===== config.mk =====
export PLATFORM = sky130hd
export DESIGN_NAME = fifo_pop_stream
export DESIGN_NICKNAME = d
export VERILOG_FILES = /design/src/rtl/fifo_pop_stream_pkg.sv /design/src/rtl/fifo_pop_stream_skid_buf.sv /design/src/rtl/fifo_pop_stream.sv
export SDC_FILE = /design/constraint.sdc
export NUM_CORES = 1
export LEC_CHECK = 0
export CORE_AREA = 2 2 128 130
export DETAILED_ROUTE_END_ITERATION = 10
export DIE_AREA = 0 0 130 132
export GPL_TIMING_DRIVEN = 0
export HOLD_SLACK_MARGIN = 0.02
export MAX_ROUTING_LAYER = met4
export PLACE_DENSITY_LB_ADDON = 0.1
export SETUP_SLACK_MARGIN = 0.05
export SLEW_MARGIN = 10
export SYNTH_ARGS = -nofsm -noshare
export SYNTH_HDL_FRONTEND = slang
export SYNTH_SLANG_ARGS = --single-unit

===== constraint.sdc =====
create_clock -name clk -period 2.7 [get_ports clk]
set_input_delay 0.675 -clock clk [delete_from_list [all_inputs] [get_ports clk]]
set_output_delay 0.675 -clock clk [all_outputs]
set_load 0.05 [all_outputs]

===== src/rtl/fifo_pop_stream_pkg.sv =====
`default_nettype none
// +--------------------------------------------------------------------------+
// | fifo_pop_stream_pkg : state type and default constants for fifo_pop_stream|
// | Rev 1.0                                                                   |
// +--------------------------------------------------------------------------+
package fifo_pop_stream_pkg;

  typedef enum logic [0:0] {
    RUN   = 1'b0,
    FLUSH = 1'b1
  } state_e;

  localparam int unsigned DEF_WIDTH  = 32;
  localparam int unsigned DEF_RD_LAT = 2;
  localparam int unsigned DEF_DEPTH  = 4;

endpackage
`default_nettype wire


===== src/rtl/fifo_pop_stream_skid_buf.sv =====
`default_nettype none
// +--------------------------------------------------------------------------+
// | pop_skid_buf : circular output buffer with head/tail pointers and count   |
// | Rev 1.0                                                                   |
// +--------------------------------------------------------------------------+
module pop_skid_buf
  import fifo_pop_stream_pkg::*;
#(
  parameter int unsigned WIDTH = DEF_WIDTH,
  parameter int unsigned DEPTH = DEF_DEPTH
) (
  input  logic                   clk,
  input  logic                   rst_n,
  input  logic                   flush,
  input  logic                   wr_en,
  input  logic [WIDTH-1:0]       wr_data,
  input  logic                   rd_en,
  output logic                   valid,
  output logic [WIDTH-1:0]       head_data,
  output logic [$clog2(DEPTH):0] count
);

  localparam int unsigned PTR_W = $clog2(DEPTH);
  localparam int unsigned CNT_W = PTR_W + 1;

  logic [WIDTH-1:0] mem_q [DEPTH];
  logic [WIDTH-1:0] mem_d [DEPTH];
  logic [PTR_W-1:0] head_q, head_d;
  logic [PTR_W-1:0] tail_q, tail_d;
  logic [CNT_W-1:0] count_q, count_d;

  always_comb begin
    mem_d   = mem_q;
    head_d  = head_q;
    tail_d  = tail_q;
    count_d = count_q;
    if (flush) begin
      head_d  = '0;
      tail_d  = '0;
      count_d = '0;
    end else begin
      if (wr_en) begin
        mem_d[tail_q] = wr_data;
        tail_d        = tail_q + PTR_W'(1);
      end
      if (rd_en) begin
        head_d = head_q + PTR_W'(1);
      end
      // simultaneous write and read leaves the occupancy unchanged
      case ({wr_en, rd_en})
        2'b10:   count_d = count_q + CNT_W'(1);
        2'b01:   count_d = count_q - CNT_W'(1);
        default: count_d = count_q;
      endcase
    end
  end

  always_ff @(posedge clk or negedge rst_n) begin
    if (!rst_n) begin
      mem_q   <= '{default: '0};
      head_q  <= '0;
      tail_q  <= '0;
      count_q <= '0;
    end else begin
      mem_q   <= mem_d;
      head_q  <= head_d;
      tail_q  <= tail_d;
      count_q <= count_d;
    end
  end

  assign valid     = (count_q != '0);
  assign head_data = mem_q[head_q];
  assign count     = count_q;

endmodule
`default_nettype wire


===== src/rtl/fifo_pop_stream.sv =====
`default_nettype none
// +--------------------------------------------------------------------------+
// | fifo_pop_stream : credit-based FIFO popper feeding a ready/valid stream.  |
// | Optional pop_cnt output with macro FIFO_POP_STREAM_CNT_EN.  Rev 1.0       |
// +--------------------------------------------------------------------------+
module fifo_pop_stream
  import fifo_pop_stream_pkg::*;
#(
  parameter int unsigned WIDTH  = DEF_WIDTH,
  parameter int unsigned RD_LAT = DEF_RD_LAT,
  parameter int unsigned DEPTH  = DEF_DEPTH
) (
  input  logic             clk,
  input  logic             rst_n,
  input  logic             rempty,
  output logic             rinc,
  input  logic [WIDTH-1:0] rdata,
  input  logic             clear,
  output logic             out_valid,
  input  logic             out_ready,
  output logic [WIDTH-1:0] out_data,
  output logic             busy
`ifdef FIFO_POP_STREAM_CNT_EN
  ,
  output logic [15:0]      pop_cnt
`endif
);

  localparam int unsigned CNT_W = $clog2(DEPTH) + 1;

  state_e            state_q, state_d;
  logic [RD_LAT-1:0] inflight_q, inflight_d;
  logic [CNT_W-1:0]  inflight_cnt;
  logic [CNT_W-1:0]  buf_count;
  logic [CNT_W:0]    credit_used;
  logic              buf_wr;
  logic              buf_flush;
  logic              xfer;

  always_comb begin
    inflight_cnt = '0;
    for (int i = 0; i < int'(RD_LAT); i++) begin
      inflight_cnt = inflight_cnt + CNT_W'(inflight_q[i]);
    end
  end

  // Credits count words already buffered plus words still in the read pipe
  assign credit_used = {1'b0, buf_count} + {1'b0, inflight_cnt};
  assign rinc = rst_n && !rempty && (state_q == RUN) && !clear &&
                (credit_used < (CNT_W + 1)'(DEPTH));

  always_comb begin
    inflight_d    = '0;
    inflight_d[0] = rinc;
    for (int i = 1; i < int'(RD_LAT); i++) begin
      inflight_d[i] = inflight_q[i-1];
    end
  end

  assign buf_wr    = inflight_q[RD_LAT-1] && (state_q == RUN) && !clear;
  assign buf_flush = clear && (state_q == RUN);
  assign xfer      = out_valid && out_ready && !clear;

  always_comb begin
    state_d = state_q;
    case (state_q)
      RUN:     if (clear) state_d = FLUSH;
      FLUSH:   if (inflight_cnt == '0) state_d = RUN;
      default: state_d = RUN;
    endcase
  end

  always_ff @(posedge clk or negedge rst_n) begin
    if (!rst_n) begin
      state_q    <= RUN;
      inflight_q <= '0;
    end else begin
      state_q    <= state_d;
      inflight_q <= inflight_d;
    end
  end

  pop_skid_buf #(
    .WIDTH (WIDTH),
    .DEPTH (DEPTH)
  ) u_buf (
    .clk       (clk),
    .rst_n     (rst_n),
    .flush     (buf_flush),
    .wr_en     (buf_wr),
    .wr_data   (rdata),
    .rd_en     (xfer),
    .valid     (out_valid),
    .head_data (out_data),
    .count     (buf_count)
  );

  assign busy = (buf_count != '0) || (inflight_q != '0) || (state_q == FLUSH);

`ifdef FIFO_POP_STREAM_CNT_EN
  logic [15:0] pop_cnt_q, pop_cnt_d;

  always_comb begin
    pop_cnt_d = pop_cnt_q;
    if (xfer) pop_cnt_d = pop_cnt_q + 16'd1;
  end

  always_ff @(posedge clk or negedge rst_n) begin
    if (!rst_n) pop_cnt_q <= '0;
    else        pop_cnt_q <= pop_cnt_d;
  end

  assign pop_cnt = pop_cnt_q;
`endif

endmodule
`default_nettype wire


**Word-level counts from Yosys, hierarchy flattened**

Cells that the tools add are included.

- Register bits after elaboration: 138
- Input port bits: 37
- Output and inout port bits: 35
- Word-level logic and storage cells: 61

- Add/subtract/negate cells: 6
- Order comparisons: 4
- Equality and inequality tests: 2
- Muxes and demuxes: 15
- Bitwise gates (word level): 4
- Reductions and logical operators: 21

Operators by type and width:

| cell | number |
|---|---|
| $bwmux W128 | 1 |
| $mux W32 | 3 |
| $bmux W32 S2 | 1 |
| $demux W32 S2 | 1 |
| $logic_and A1 B1 Y1 | 10 |
| $mux W2 | 4 |
| $ge A3 B3 Y1 const B | 2 |
| $not A2 Y3 | 2 |
| $pmux W3 S2 | 1 |
| $reduce_bool A2 Y1 | 3 |
| $reduce_bool A3 Y1 | 2 |
| $add A2 B1 Y2 const B | 2 |
| $add A3 B2 Y4 | 1 |
| $lt A4 B3 Y1 const B | 1 |
| $add A3 B1 Y3 const B | 1 |
| $logic_not A3 Y1 | 1 |
| $lt A3 B1 Y1 const B | 1 |
| $mux W3 | 1 |
| $sub A3 B1 Y3 const B | 1 |
| $add A1 B1 Y2 | 1 |
| $eq A2 B1 Y1 const B | 1 |
| $eq A2 B2 Y1 const B | 1 |
| $logic_not A1 Y1 | 2 |
| $logic_or A1 B1 Y1 | 2 |
| 4 further kinds | 6 |

**Longest topological paths before layout**

- Depth after elaboration: 6
- Mapped depth: 9
- Depth with buffers taken out: 8

**By module**

Synthesis repeated with hierarchy kept, for this count alone.

- Cell total of the unflattened synthesis: 369
- Area total of the unflattened synthesis: 6,516.2 um^2

By module, submodules not included:

| module | times used | cells each | area an instance (um^2) | seq. area each (um^2) |
|---|---|---|---|---|
| pop_skid_buf | 1 | 350 | 6,332.3 | 3,378.2 |
| fifo_pop_stream | 1 | 19 | 183.9 | 75.1 |

**Least setup slack after synthesis**

Ideal clock, no wire load.

- Path type: reg2out
- Start: register inflight_q[1]
- End: output port rinc
- Data arrival time: 1.921 ns
- Required time: 2.025 ns
- Path slack: 0.104 ns
- Cell stages (with the launch flop): 6
- Buffers on the path: 0
- Path through: dfrtp_1 -> ha_1 -> ha_1 -> nor4b_1 -> nand2_1 -> a31oi_1

- Cells in the longest elaborated chain, start to end: 4

RTL lines:

| what | RTL line | RTL |
|---|---|---|
| start: declaration | fifo_pop_stream.sv:32 | `logic [RD_LAT-1:0] inflight_q, inflight_d;` |
| start signal: assignment | fifo_pop_stream.sv:79 | `inflight_q <= inflight_d;` |
| $add A1 B1 Y2 | fifo_pop_stream.sv:43 | `inflight_cnt = inflight_cnt + CNT_W'(inflight_q[i]);` |
| $add A3 B2 Y4 | fifo_pop_stream.sv:48 | `assign credit_used = {1'b0, buf_count} + {1'b0, inflight_cnt};` |
| $lt A4 B3 Y1 | fifo_pop_stream.sv:50 | `(credit_used < (CNT_W + 1)'(DEPTH));` |
| $logic_and A1 B1 Y1 | fifo_pop_stream.sv:49 | `assign rinc = rst_n && !rempty && (state_q == RUN) && !clear &&` |
| end: declaration | fifo_pop_stream.sv:16 | `output logic rinc,` |

No other way between the ends.

**Final worst setup path**

- Start: register u_buf.count_q[0], in the netlist u_buf.count[0]
- End: output port busy

- Cells in the longest elaborated chain, start to end: 3

RTL lines:

| what | RTL line | RTL |
|---|---|---|
| start: declaration | fifo_pop_stream_skid_buf.sv:30 | `logic [CNT_W-1:0] count_q, count_d;` |
| start signal: assignment | fifo_pop_stream_skid_buf.sv:68 | `count_q <= count_d;` |
| $reduce_bool A3 Y1 | fifo_pop_stream.sv:98 | `assign busy = (buf_count != '0) \|\| (inflight_q != '0) \|\| (state_q == FLUSH);` |
| $logic_or A1 B1 Y1 (2 in series) | fifo_pop_stream.sv:98 |  |
| end: declaration | fifo_pop_stream.sv:22 | `output logic busy` |

No other way between the ends.

==> reports/qor.yml <==
global_route:
  busiest_layer: "met2"
  grt_pass1_wl_um: 21050
  grt.overflow.total: 0
  grt_start_max_net_pins: 76
  grt_use_met1: 0.2172
  met2_usage: 0.2531
  grt_pass1_vias: 3941
  antenna_found_initial: 0
  grt_util_met3: 0.04789
  track_usage: 0.1667
synth:
  ys_warn_count: 0
  async_flop_share: 1.000
  synth_top_area_cell: "dfrtp_1"
  synthFlopType: "dfrtp_1"
  synthCells: 388
  synth_common_cells: "dfrtp_1 (138), mux2_2 (116), mux4_2 (32)"
  synth_area_leaders: "dfrtp_1 (55%), mux2_2 (21%), mux4_2 (12%)"
  synth_nets: 434
  synth_most_common_cell: "dfrtp_1"
  synth_edf_count: 0
  ys_seq_area_frac: 0.5550
  synth_top_area_share: 0.5550
  ys_ff_latch: 138
  syn_avg_cell_area_um2: 16.04
  yosysUniqueCellTypes: 36
  syn_area_um2: 6222
sta:
  fmax_ghz: 0.3821
  slew_headroom: 0.6670
  rsz0062_at_grt: "yes"
  hold_viol: 0
  worst_slew_pin_slew_ns: 0.5015
  setup_violations: 0
  period_share: 0.9692
  layout_min_cycle_time_ns: 2.617
  fin_skew_ns: 0.005407
  maxSlewViolCount: 0
run:
  cap_violations: 0
pwr:
  powerDensity_nw_per_um2: 1078
  power.share.clock: 0.298
  ir_drop_mv: 0.6158
  internal-power_mw: 5.454
  leakagePower_nw: 3.724
  p_sw_frac: 0.3541
  pwr-share-seq: 0.341
  combPwrFrac: 0.361
  p_switching_mw: 2.989
floorplanning:
  die_h_um: 132
  coreArea_um2: 15710
  num_rows: 46
  die_area_um2: 17160
  die_w_um: 130
  initial_utilization: 0.3960
  ios: 72
worst_setup_path:
  crit_end: "busy"
  worstPathMaxFanout: 10
  cp-end-kind: "primary output"
  crit_path_start_kind: "flop"
  worstPathArrival_ns: 1.94
  cp_data_required_time_ns: 2.03
  cp-startpoint: "u_buf.count[0]"
  worstRegToRegCells: 8
  reg2reg_slack_ns: 0.51
  rr_endpoint: "u_buf.count[1]"
  reg2reg_from: "u_buf.count[0]"
  path_class: "flop to primary output"
finish:
  final_util: 0.4983
  n_fill_cell: 1373
  antenna_cells: 0
  layout-drive-gt1-share: 0.5071
  nets: 526
  area_growth_pct: 25.84
  stdcell_count: 709
worst_hold_path:
  min_path_type: "input port to asynchronous set/reset pin"
route:
  vias_per_cell: 5.118
  vias: 3629
  drtIter0Drc: 149
  routed_wl_um: 13030
  postRouteAntennaNets: 0
  drtPass1Iterations: 4
  routedWlPerCell_um: 18.37
  drcViolationCount: 0
place:
  place_congestion: 0.7400
  dp.cells: 675
  port_buffers: 70
  hpwl_um: 8422
clocking:
  cts.sinks: 138
  cts.path.max_buffers: 2
  clk_pin_slew_worst_paths_ns: 0.06
  cts-htree-levels: 4
  cts_buffers: 17
  insertion_delay_ns: 0.42
  cts_root_buf: "clkbuf_16"
  cts_tree: "done"
run_status:
  status: "complete, no violations"
## layer usage
metal  part of all wire  wire, um
met1               0.47      6089
met3              0.044       577
met5                  0         0
met2               0.48      6240
met4             0.0091       118
## cells in the final DEF (no fill, tap or decap), types with 6 or more instances in the layout
| cell | instances |
|---|---|
| mux4_2 | 32 |
| inv_1 | 8 |
| ha_1 | 6 |
| clkbuf_16 | 17 |
| buf_2 | 30 |
| dfrtp_1 | 136 |
| clkdlybuf4s50_1 | 34 |
| mux2_1 | 13 |
| a21oi_1 | 6 |
| mux2_2 | 116 |
| buf_4 | 17 |
## power groups by stage
stage,Clock (mW),Combinational (mW),Sequential (mW)
2_1_floorplan,0,2.37,2.80
3_3_place_gp,0,3.23,2.87
3_5_place_dp,0,3.28,2.89
4_1_cts,2.59,3.07,2.88
5_1_grt,2.66,3.23,2.95
6_report,2.52,3.05,2.88
## state kept, by name (all words and copies together), names as in the netlist
| name | flops |
|---|---|
| u_buf.count | 3 |
| u_buf.mem_q | 128 |
| inflight_q | 2 |
| state_q | 1 |
| u_buf.head_q | 2 |
| u_buf.tail_q | 2 |
## cells by family after synthesis
kind of cell               Yosys count  synth area share
and+or+nand+nor                     23           0.02091
AOI/OAI and AO/OA                   21           0.02132
adders and majority gates            9           0.01931
xor gates and xnor gates             2          0.002816
buffers and inverters               34           0.03137
DFF                                138            0.5550
muxes                              161            0.3493
## worst min path at each step
stage,endpoint,slack (ns),cells past startpoint
after floorplan,inflight_q[0],0.38,0
after global placement,inflight_q[1],0.40,0
after detailed placement,inflight_q[1],0.40,0
after CTS,u_buf.mem_q[121],0.20,1
after global routing,u_buf.mem_q[59],0.15,1
final,u_buf.mem_q[27],0.14,1
## worst max-delay path: stages, from the launching register on
cell and delay [ns]:
dfrtp_1 0.46, or3_1 0.39, buf_6 0.15, nand3b_1 0.17
clkdlybuf4s15_2 0.35
## timing repair
action                     in CTS  in global routing
hold buffers                    0                  0
gates resized for setup       167                 13
pin swaps                       0                  1
setup endpoints to repair      35                 25
setup buffers                   2                  1
## through the flow
| stage | power, mW | TNS, ns | area (um^2) | hold WS [ns] | setup slack (ns) |
|---|---|---|---|---|---|
| final | 8.443 | 0 | 7830 | 0.1374 | 0.08312 |
| after detailed placement | 6.174 | -10.49 | 7222 | 0.3956 | -0.6431 |
| after floorplan | 5.166 | 0 | 6222 | 0.3794 | 0.1042 |
| after global routing | 8.846 | 0 | 7830 | 0.1533 | 0.03063 |
| after CTS | 8.542 | -0.07080 | 7796 | 0.1968 | -0.07080 |
| after global placement | 6.103 | -646.46 | 7193 | 0.3984 | -5.306 |
## area by class of cell
cell class              count  area [um^2]  share of cell area
clock buffers              21        480.5             0.06136
inverters                   8        30.03            0.003835
flip-flops and latches    138         3456              0.4414
repair buffers             74        616.8             0.07878
plain buffers              25        207.7             0.02653
multi-input cells         216         2603              0.3324
well taps                 216        270.3             0.03452
clock inverters            11        166.4             0.02125
(Power assumes the default switching activity.)
